==> config.mk <==
export PLATFORM = sky130hd
export DESIGN_NAME = div_issue
export DESIGN_NICKNAME = d
export VERILOG_FILES = /design/src/rtl/div_issue_pkg.sv /design/src/rtl/div_issue.sv
export SDC_FILE = /design/constraint.sdc
export NUM_CORES = 1
export LEC_CHECK = 0
export CAP_MARGIN = 20
export CORE_ASPECT_RATIO = 0.75
export CORE_MARGIN = 3
export CORE_UTILIZATION = 38
export CTS_CLUSTER_SIZE = 10
export DETAILED_ROUTE_END_ITERATION = 8
export PLACE_DENSITY = 0.9
export SKIP_CTS_REPAIR_TIMING = 1
export SLEW_MARGIN = 10
export SYNTH_ARGS = -nofsm -noshare
export SYNTH_HDL_FRONTEND = slang
export SYNTH_SLANG_ARGS = --single-unit
==> constraint.sdc <==
create_clock -name clk -period 2.6 [get_ports clk]
set_input_delay 0.39 -clock clk [delete_from_list [all_inputs] [get_ports clk]]
set_output_delay 0.39 -clock clk [all_outputs]
set_load 0.02 [all_outputs]
==> src/rtl/div_issue_pkg.sv <==
// div_issue_pkg
// Shared definitions for the EX-stage divide sequencer:
//   - bus widths (RegBus, DoubleRegBus, AluOpBus)
//   - divide operation codes (EXE_DIV_OP, EXE_DIVU_OP)
//   - divider start/stop levels (DivStart, DivStop)
//   - sequencer state encodings (DivIssueIdle, DivIssueWait, DivIssueDone)
package div_issue_pkg;

    localparam int RegBus       = 32;
    localparam int DoubleRegBus = 64;
    localparam int AluOpBus     = 8;

    localparam logic [AluOpBus-1:0] EXE_DIV_OP  = 8'b0001_1010;
    localparam logic [AluOpBus-1:0] EXE_DIVU_OP = 8'b0001_1011;

    localparam logic DivStart = 1'b1;
    localparam logic DivStop  = 1'b0;

    typedef enum logic [1:0] {
        DivIssueIdle = 2'b00,
        DivIssueWait = 2'b01,
        DivIssueDone = 2'b10
    } div_issue_state_t;

    function automatic logic is_div_op(input logic [AluOpBus-1:0] op);
        return (op == EXE_DIV_OP) || (op == EXE_DIVU_OP);
    endfunction

endpackage

==> src/rtl/div_issue.sv <==
// div_issue
// EX-stage divide sequencer. Decodes DIV/DIVU, latches the operands, drives
// the iterative divider's start/signed/annul handshake, stalls the pipeline
// while the divide runs and presents the result as a one-cycle HI/LO write.
//
// Optional build feature: define DIV_ZERO_FAST_EN to skip the divider for a
// zero divisor and complete in one cycle with a zero result.
//
// Ports
//   clk            system clock, rising edge
//   rst            synchronous reset, active low
//   aluop_i        EX operation code
//   reg1_i/reg2_i  dividend / divisor from ID/EX
//   flush_i        pipeline flush, cancels a divide in progress
//   div_result_i   divider result {remainder, quotient}
//   div_ready_i    divider result valid
//   div_opdata1_o  latched dividend to divider
//   div_opdata2_o  latched divisor to divider
//   div_start_o    DivStart/DivStop level to divider
//   div_signed_o   1 = signed divide
//   div_annul_o    single-cycle cancel pulse to divider
//   stallreq_o     EX stall request (combinational)
//   whilo_o        HI/LO write enable, one-cycle pulse
//   hi_o / lo_o    remainder / quotient
//
// state | meaning
// ------+-------------------------------------------------------------
// IDLE  | no divide in flight; accepts a new DIV/DIVU
// WAIT  | divider running; operands held, pipeline stalled
// DONE  | result on hi_o/lo_o, whilo_o high for this one cycle
module div_issue
    import div_issue_pkg::*;
(
    input  logic                    clk,
    input  logic                    rst,
    input  logic [AluOpBus-1:0]     aluop_i,
    input  logic [RegBus-1:0]       reg1_i,
    input  logic [RegBus-1:0]       reg2_i,
    input  logic                    flush_i,
    input  logic [DoubleRegBus-1:0] div_result_i,
    input  logic                    div_ready_i,
    output logic [RegBus-1:0]       div_opdata1_o,
    output logic [RegBus-1:0]       div_opdata2_o,
    output logic                    div_start_o,
    output logic                    div_signed_o,
    output logic                    div_annul_o,
    output logic                    stallreq_o,
    output logic                    whilo_o,
    output logic [RegBus-1:0]       hi_o,
    output logic [RegBus-1:0]       lo_o
);

    div_issue_state_t state, state_nxt;

    logic [RegBus-1:0] opdata1_nxt, opdata2_nxt;
    logic [RegBus-1:0] hi_nxt, lo_nxt;
    logic              start_nxt, signed_nxt, annul_nxt, whilo_nxt;
    logic              div_op;

    assign div_op = is_div_op(aluop_i);

    always_ff @(posedge clk) begin
        if (!rst) begin
            state         <= DivIssueIdle;
            div_opdata1_o <= '0;
            div_opdata2_o <= '0;
            div_start_o   <= DivStop;
            div_signed_o  <= 1'b0;
            div_annul_o   <= 1'b0;
            whilo_o       <= 1'b0;
            hi_o          <= '0;
            lo_o          <= '0;
        end else begin
            state         <= state_nxt;
            div_opdata1_o <= opdata1_nxt;
            div_opdata2_o <= opdata2_nxt;
            div_start_o   <= start_nxt;
            div_signed_o  <= signed_nxt;
            div_annul_o   <= annul_nxt;
            whilo_o       <= whilo_nxt;
            hi_o          <= hi_nxt;
            lo_o          <= lo_nxt;
        end
    end

    always_comb begin
        state_nxt   = state;
        opdata1_nxt = div_opdata1_o;
        opdata2_nxt = div_opdata2_o;
        start_nxt   = div_start_o;
        signed_nxt  = div_signed_o;
        annul_nxt   = 1'b0;
        whilo_nxt   = 1'b0;
        hi_nxt      = hi_o;
        lo_nxt      = lo_o;

        case (state)
            DivIssueIdle: begin
                start_nxt = DivStop;
                if (div_op && !flush_i) begin
`ifdef DIV_ZERO_FAST_EN
                    if (reg2_i == '0) begin
                        // Zero divisor: the divider is never started.
                        hi_nxt    = '0;
                        lo_nxt    = '0;
                        whilo_nxt = 1'b1;
                        state_nxt = DivIssueDone;
                    end else begin
                        opdata1_nxt = reg1_i;
                        opdata2_nxt = reg2_i;
                        signed_nxt  = (aluop_i == EXE_DIV_OP);
                        start_nxt   = DivStart;
                        state_nxt   = DivIssueWait;
                    end
`else
                    opdata1_nxt = reg1_i;
                    opdata2_nxt = reg2_i;
                    signed_nxt  = (aluop_i == EXE_DIV_OP);
                    start_nxt   = DivStart;
                    state_nxt   = DivIssueWait;
`endif
                end
            end

            DivIssueWait: begin
                // Flush has priority over a result arriving the same cycle.
                if (flush_i) begin
                    start_nxt = DivStop;
                    annul_nxt = 1'b1;
                    state_nxt = DivIssueIdle;
                end else if (div_ready_i) begin
                    hi_nxt    = div_result_i[DoubleRegBus-1:RegBus];
                    lo_nxt    = div_result_i[RegBus-1:0];
                    whilo_nxt = 1'b1;
                    start_nxt = DivStop;
                    state_nxt = DivIssueDone;
                end
            end

            DivIssueDone: begin
                // A div op seen here belongs to the retiring instruction.
                start_nxt = DivStop;
                state_nxt = DivIssueIdle;
            end

            default: begin
                start_nxt = DivStop;
                state_nxt = DivIssueIdle;
            end
        endcase
    end

    assign stallreq_o = ((state == DivIssueIdle) && div_op && !flush_i) ||
                        (state == DivIssueWait);

endmodule

==> results of run 1 <==
critical path, stage by stage:
cell             delay [ns]
clkdlybuf4s50_1        0.49
or4b_1                 0.49
nor4_4                 0.19
a21o_1                 0.11
dlymetal6s2s_1         0.21
registers in the layout, indices dropped and copies added (netlist names), 2 cells and up:
register and flops:
div_opdata1_o 32, div_opdata2_o 32, hi_o 32, lo_o 32
state 2
final timing paths:
path	start	end	slack, ns	depth (start not counted)
max	aluop_i[1]	stallreq_o	0.33	5
min reg2reg	div_opdata1_o[12]$_SDFFE_PN0P_	div_opdata1_o[12]$_SDFFE_PN0P_	0.45	2
max reg2reg	state[1]$_SDFFE_PN0P_	div_opdata2_o[13]$_SDFFE_PN0P_	0.47	5
min	div_opdata1_o[12]$_SDFFE_PN0P_	div_opdata1_o[12]$_SDFFE_PN0P_	0.45	2
power groups by stage:
stage	clock, mW	sequential (mW)	combinational, mW
after floorplan	0	2.11	0.0794
after global placement	0	2.10	0.317
after detailed placement	0	2.10	0.321
after CTS	2.51	2.06	0.323
after global routing	2.59	2.06	0.344
final	2.45	2.06	0.321
cell families after synthesis:
kind of cell / Yosys count / synth area share, %
muxes: 65 / 12.7
AOI/OAI and AO/OA: 67 / 9.84
and+or+nand+nor: 268 / 21.0
buffers and inverters: 44 / 3.97
DFF: 134 / 52.5
layout by cell type, fill, tap and decap left out, types with 4 or more instances in the layout:
| master | netlist | routed |
|---|---|---|
| a21boi_0 | 64 | 64 |
| nand2_1 | 257 | 257 |
| clkbuf_16 | 0 | 17 |
| buf_12 | 0 | 5 |
| dfxtp_1 | 134 | 134 |
| buf_4 | 3 | 4 |
| clkdlybuf4s50_1 | 0 | 270 |
| mux2i_1 | 65 | 65 |
| inv_6 | 0 | 4 |
per-layer routing:
metal | track usage (%) | share of wire, % | vias up
met3 | 7.37 | 8.3 | 22
li1 | - | - | 2378
met1 | 22.1 | 41 | 2108
met2 | 32.8 | 49 | 171
met5 | 0 | 0 | -
met4 | 7.54 | 1.9 | 0
area by class of cell:
cell class	instances	area, sq um
flip-flops and latches	134	2680
clock inverters	14	173
fillers	1082	4460
multi-input cells	400	2260
clock buffers	18	429
inverters	1	3.75
well taps	171	214
repair buffers	280	2850
==> flow_metrics.env, run 1 <==
export IMPL_hold_path_class="flip-flop to flip-flop"
export IMPL_design_area_sq_um=8600
export IMPL_synth_ff_type="dfxtp_1"
export IMPL_clk_pin_slew_worst_paths_ns=0.06
export IMPL_layout_drive_gt1_share_pct=5.08
export IMPL_comb_power_share_pct=6.6
export IMPL_clkPwrFrac_pct=50.8
export IMPL_syn_inst=578
export IMPL_fmax_mhz=441
export IMPL_post_dp_hpwl_mm=10.7
export IMPL_pwr_share_seq_pct=42.6
export IMPL_setup_viol=0
export IMPL_drv_slew=0
export IMPL_final_hold_violation_count=0
export IMPL_worstMarginPinSlew_ns=0.454
export IMPL_skew_ns=0.00739
export IMPL_synth_edf_count=0
export IMPL_worstSetupPathType="input port to primary output"
export IMPL_setup_ws_ns=0.331
export IMPL_critPathCaptureType="primary output"
export IMPL_tns_ns=0
export IMPL_critPathArrivalTime_ns=1.88
export IMPL_grt_pass1_wl_mm=23.3
export IMPL_first_global_vias=4559
export IMPL_yosys_top_cells_count="257 x nand2_1, 134 x dfxtp_1, 65 x mux2i_1"
export IMPL_vias=4679
export IMPL_wirelength_mm=15.0
export IMPL_vias_per_cell=4.60
export IMPL_slew_headroom_pct=69.7
export IMPL_clock_sinks=134
export IMPL_yosys_top_cells_area="dfxtp_1 52%, nand2_1 19%, mux2i_1 13%, a21boi_0 9.4%, clkbuf_1 2.2%"
export IMPL_drt_first_pass_iters=6
export IMPL_p_leak_nw=2.97
export IMPL_numCtsBuffers=17
export IMPL_htree_levels=4
export IMPL_hold_slack_ns=0.453
export IMPL_grt_max_degree=84
export IMPL_areaGrowthSynthToFinish_pct=68.4
export IMPL_synth_most_common_cell="nand2_1"
export IMPL_grt_overflow=0
export IMPL_io_pins=273
export IMPL_die_h_um=106
export IMPL_cp_max_fo=2
export IMPL_dp_cells=986
export IMPL_grt_util_all_layers_pct=19.4
export IMPL_die_x_um=140
export IMPL_place_area_sq_um=8000
export IMPL_fin_crit_ns=2.27
export IMPL_post_drt_wl_per_cell_um=14.7
export IMPL_drv_cap=0
export IMPL_start_util_pct=39.1
export IMPL_antenna_cells=0
export IMPL_power_mw=4.83
export IMPL_place_congestion=0.781
export IMPL_antenna_found_initial=0
export IMPL_die_area_sq_um=14900
export IMPL_drcViolationCount=0
export IMPL_crit_required_ns=2.21
export IMPL_syn_area_sq_um=5110
export IMPL_core_sq_um=13100
export IMPL_num_rows=36
export IMPL_start_kind="input port"
export IMPL_vdd_ir_drop_max_mv=0.463
export IMPL_drtIter0Drc=195
export IMPL_cts_path_max_buffers=2
export IMPL_final_nets=974
export IMPL_fin_util_pct=65.9
export IMPL_synthArstFlopShare_pct=0
export IMPL_final_cells=1018
export IMPL_p_int_mw=3.80
export IMPL_yosysUniqueCellTypes=20
export IMPL_rsz0062_at_grt="no"
export IMPL_syn_nets=718
export IMPL_clkLatencyLatePin_ns=0.41
export IMPL_power_switching_mw=1.04
export IMPL_place_ws_ns=-0.0733
export IMPL_port_buffers=272
export IMPL_cts_root_buf="clkbuf_16"
export IMPL_synth_area_per_cell_sq_um=8.84
export IMPL_finalCritPeriodShare_pct=87.3
export IMPL_synth_top_cell_by_area="dfxtp_1"
export IMPL_status="finished, final reports clean"
export IMPL_antenna_left=0
export IMPL_swShare_pct=21.4
export IMPL_yosys_warnings=0
export IMPL_powerDensity_nw_per_um2=562
export IMPL_yosysSeqAreaShare_pct=52.5
export IMPL_synth_top_area_share_pct=52.5
export IMPL_ys_ff_latch=134
export IMPL_cts_tree="done"
Power figures use the tool's default switching activity.
==> inputs of run 2 (changes only) <==
--- a/config.mk
+++ b/config.mk
@@ -8,10 +8,10 @@
 export CAP_MARGIN = 20
 export CORE_ASPECT_RATIO = 0.75
 export CORE_MARGIN = 3
-export CORE_UTILIZATION = 38
+export CORE_UTILIZATION = 35
 export CTS_CLUSTER_SIZE = 10
 export DETAILED_ROUTE_END_ITERATION = 8
-export PLACE_DENSITY = 0.9
+export PLACE_DENSITY = 0.88
 export SKIP_CTS_REPAIR_TIMING = 1
 export SLEW_MARGIN = 10
 export SYNTH_ARGS = -nofsm -noshare
==> constraint.sdc (replaced) <==
create_clock -name clk -period 1.9 [get_ports clk]
set_input_delay 0.285 -clock clk [delete_from_list [all_inputs] [get_ports clk]]
set_output_delay 0.285 -clock clk [all_outputs]
set_load 0.02 [all_outputs]
==> flow_metrics.env, run 2 (synthesized netlist as in run 1, its figures left out) <==
export IMPL_r2r_start="state[0]$_SDFFE_PN0P_"
export IMPL_core_sq_um=14000
export IMPL_drv_cap=0
export IMPL_port_buffers=272
export IMPL_vias_per_cell=4.54
export IMPL_fin_util_pct=64.2
export IMPL_mostFrequentLayoutCell="clkdlybuf4s50_1"
export IMPL_cp_top_family="simple AND/OR/NAND/NOR gates"
export IMPL_vdd_ir_drop_max_mv=0.530
export IMPL_die_area_sq_um=16100
export IMPL_numCtsBuffers=17
export IMPL_status="finished, violations left"
export IMPL_vias=4808
export IMPL_critPathCaptureType="primary output"
export IMPL_hold_path_class="input port to flip-flop"
export IMPL_multi_input_area_sq_um=2270
export IMPL_first_global_vias=4596
export IMPL_crit_chain="or4b_4, nor4_4, a21o_1, buf_6"
export IMPL_rrSetupSlack_ns=-0.10
export IMPL_p_leak_nw=3.13
export IMPL_start_kind="flip-flop"
export IMPL_hold_slack_ns=0.402
export IMPL_final_hold_violation_count=0
export IMPL_regArea_sq_um=2680
export IMPL_drv_slew=0
export IMPL_powerDensity_nw_per_um2=746
export IMPL_violations="setup timing"
export IMPL_clk_pin_slew_worst_paths_ns=0.06
export IMPL_htree_levels=4
export IMPL_slew_headroom_pct=61.1
export IMPL_die_h_um=111
export IMPL_worstSetupPathType="flip-flop to primary output"
export IMPL_place_ws_ns=-0.584
export IMPL_setup_viol=41
export IMPL_drtIter0Drc=158
export IMPL_final_cells=1059
export IMPL_clock_sinks=134
export IMPL_finalCritPeriodShare_pct=109
export IMPL_min_delay_start="rst"
export IMPL_cp_startpoint="state[0]$_SDFFE_PN0P_"
export IMPL_wirelength_mm=16.5
export IMPL_die_x_um=146
export IMPL_grt_max_degree=123
export IMPL_post_dp_hpwl_mm=10.9
export IMPL_grt_overflow=0
export IMPL_antenna_found_initial=0
export IMPL_worstMarginPinSlew_ns=0.576
export IMPL_start_util_pct=36.5
export IMPL_areaGrowthSynthToFinish_pct=75.6
export IMPL_cp_max_fo=2
export IMPL_tns_ns=-1.60
export IMPL_crit_required_ns=1.62
export IMPL_num_rows=37
export IMPL_io_pins=273
export IMPL_drt_first_pass_iters=4
export IMPL_fin_crit_ns=2.08
export IMPL_rsz0062_at_grt="yes"
export IMPL_crit_path_max_incr_delay_ns=0.52
export IMPL_antenna_cells=0
export IMPL_timing_critical_path_buf_inv=1
export IMPL_post_drt_wl_per_cell_um=15.5
export IMPL_place_congestion=0.769
export IMPL_antenna_left=0
export IMPL_critPathArrivalTime_ns=1.79
export IMPL_grt_pass1_wl_mm=24.3
export IMPL_grt_util_all_layers_pct=18.6
export IMPL_drcViolationCount=0
export IMPL_skew_ns=0.00791
export IMPL_setup_ws_ns=-0.175
export IMPL_final_nets=991
export IMPL_final_cell_mix="270 x clkdlybuf4s50_1, 257 x nand2_1, 133 x dfxtp_1"
export IMPL_layout_drive_gt1_share_pct=7.52
export IMPL_clkLatencyLatePin_ns=0.40
export IMPL_fmax_mhz=482
export IMPL_cp_slowest_cell="or4b_4"
export IMPL_cts_tree="done"
export IMPL_dp_cells=1014
export IMPL_n_fill_cell=1110
export IMPL_cts_path_max_buffers=2
export IMPL_cts_root_buf="clkbuf_16"
[run 2: cell count changes in the layout (fill, tap and decap cells not counted), sizes merged, moves of 2 or more]
cell and change:
buf +13, clkbuf +6, clkinv +4, inv -4, clkinvlp -2
[run 2: worst min-delay path, cell delays in order]
cell      delay, ns
buf_4          0.13
buf_12         0.18
a21boi_0       0.15
[run 2: area by class of cell]
type	count	share of cell area [%]
multi-input cells	400	25.3
flip-flops and latches	134	29.9
clock buffers	19	4.94
well taps	195	2.72
repair buffers	297	35.1
inverters	1	0.0418
clock inverters	13	2.01
[run 2: power by group]
group	switching, mW	internal [mW]
sequential	0.00204	2.81
clock	1.20	2.23
combinational	0.139	0.310
total	1.34	5.35
[run 2: worst paths after layout]
path,depth (start not counted),endpoint
worst min-delay path,3,lo_o[28]$_SDFFE_PN0P_
worst max-delay path,4,stallreq_o
worst min register to register,2,div_opdata1_o[0]$_SDFFE_PN0P_
worst max register to register,7,div_opdata1_o[30]$_SDFFE_PN0P_
[run 2: routing by layer]
metal | part of all wire, % | vias to the layer above | global-route usage, %
met2 | 48 | 166 | 31.7
li1 | - | 2414 | -
met4 | 1.0 | 0 | 5.12
met3 | 7.8 | 11 | 8.16
met1 | 43 | 2217 | 21.4
met5 | 0 | - | 0
[run 2: metrics by stage]
stage | cell area, sq um | power, mW
2_1_floorplan | 5110 | 2.99
3_3_place_gp | 8070 | 3.31
3_5_place_dp | 8070 | 3.32
4_1_cts | 8690 | 6.76
5_1_grt | 8970 | 6.92
6_report | 8970 | 6.69
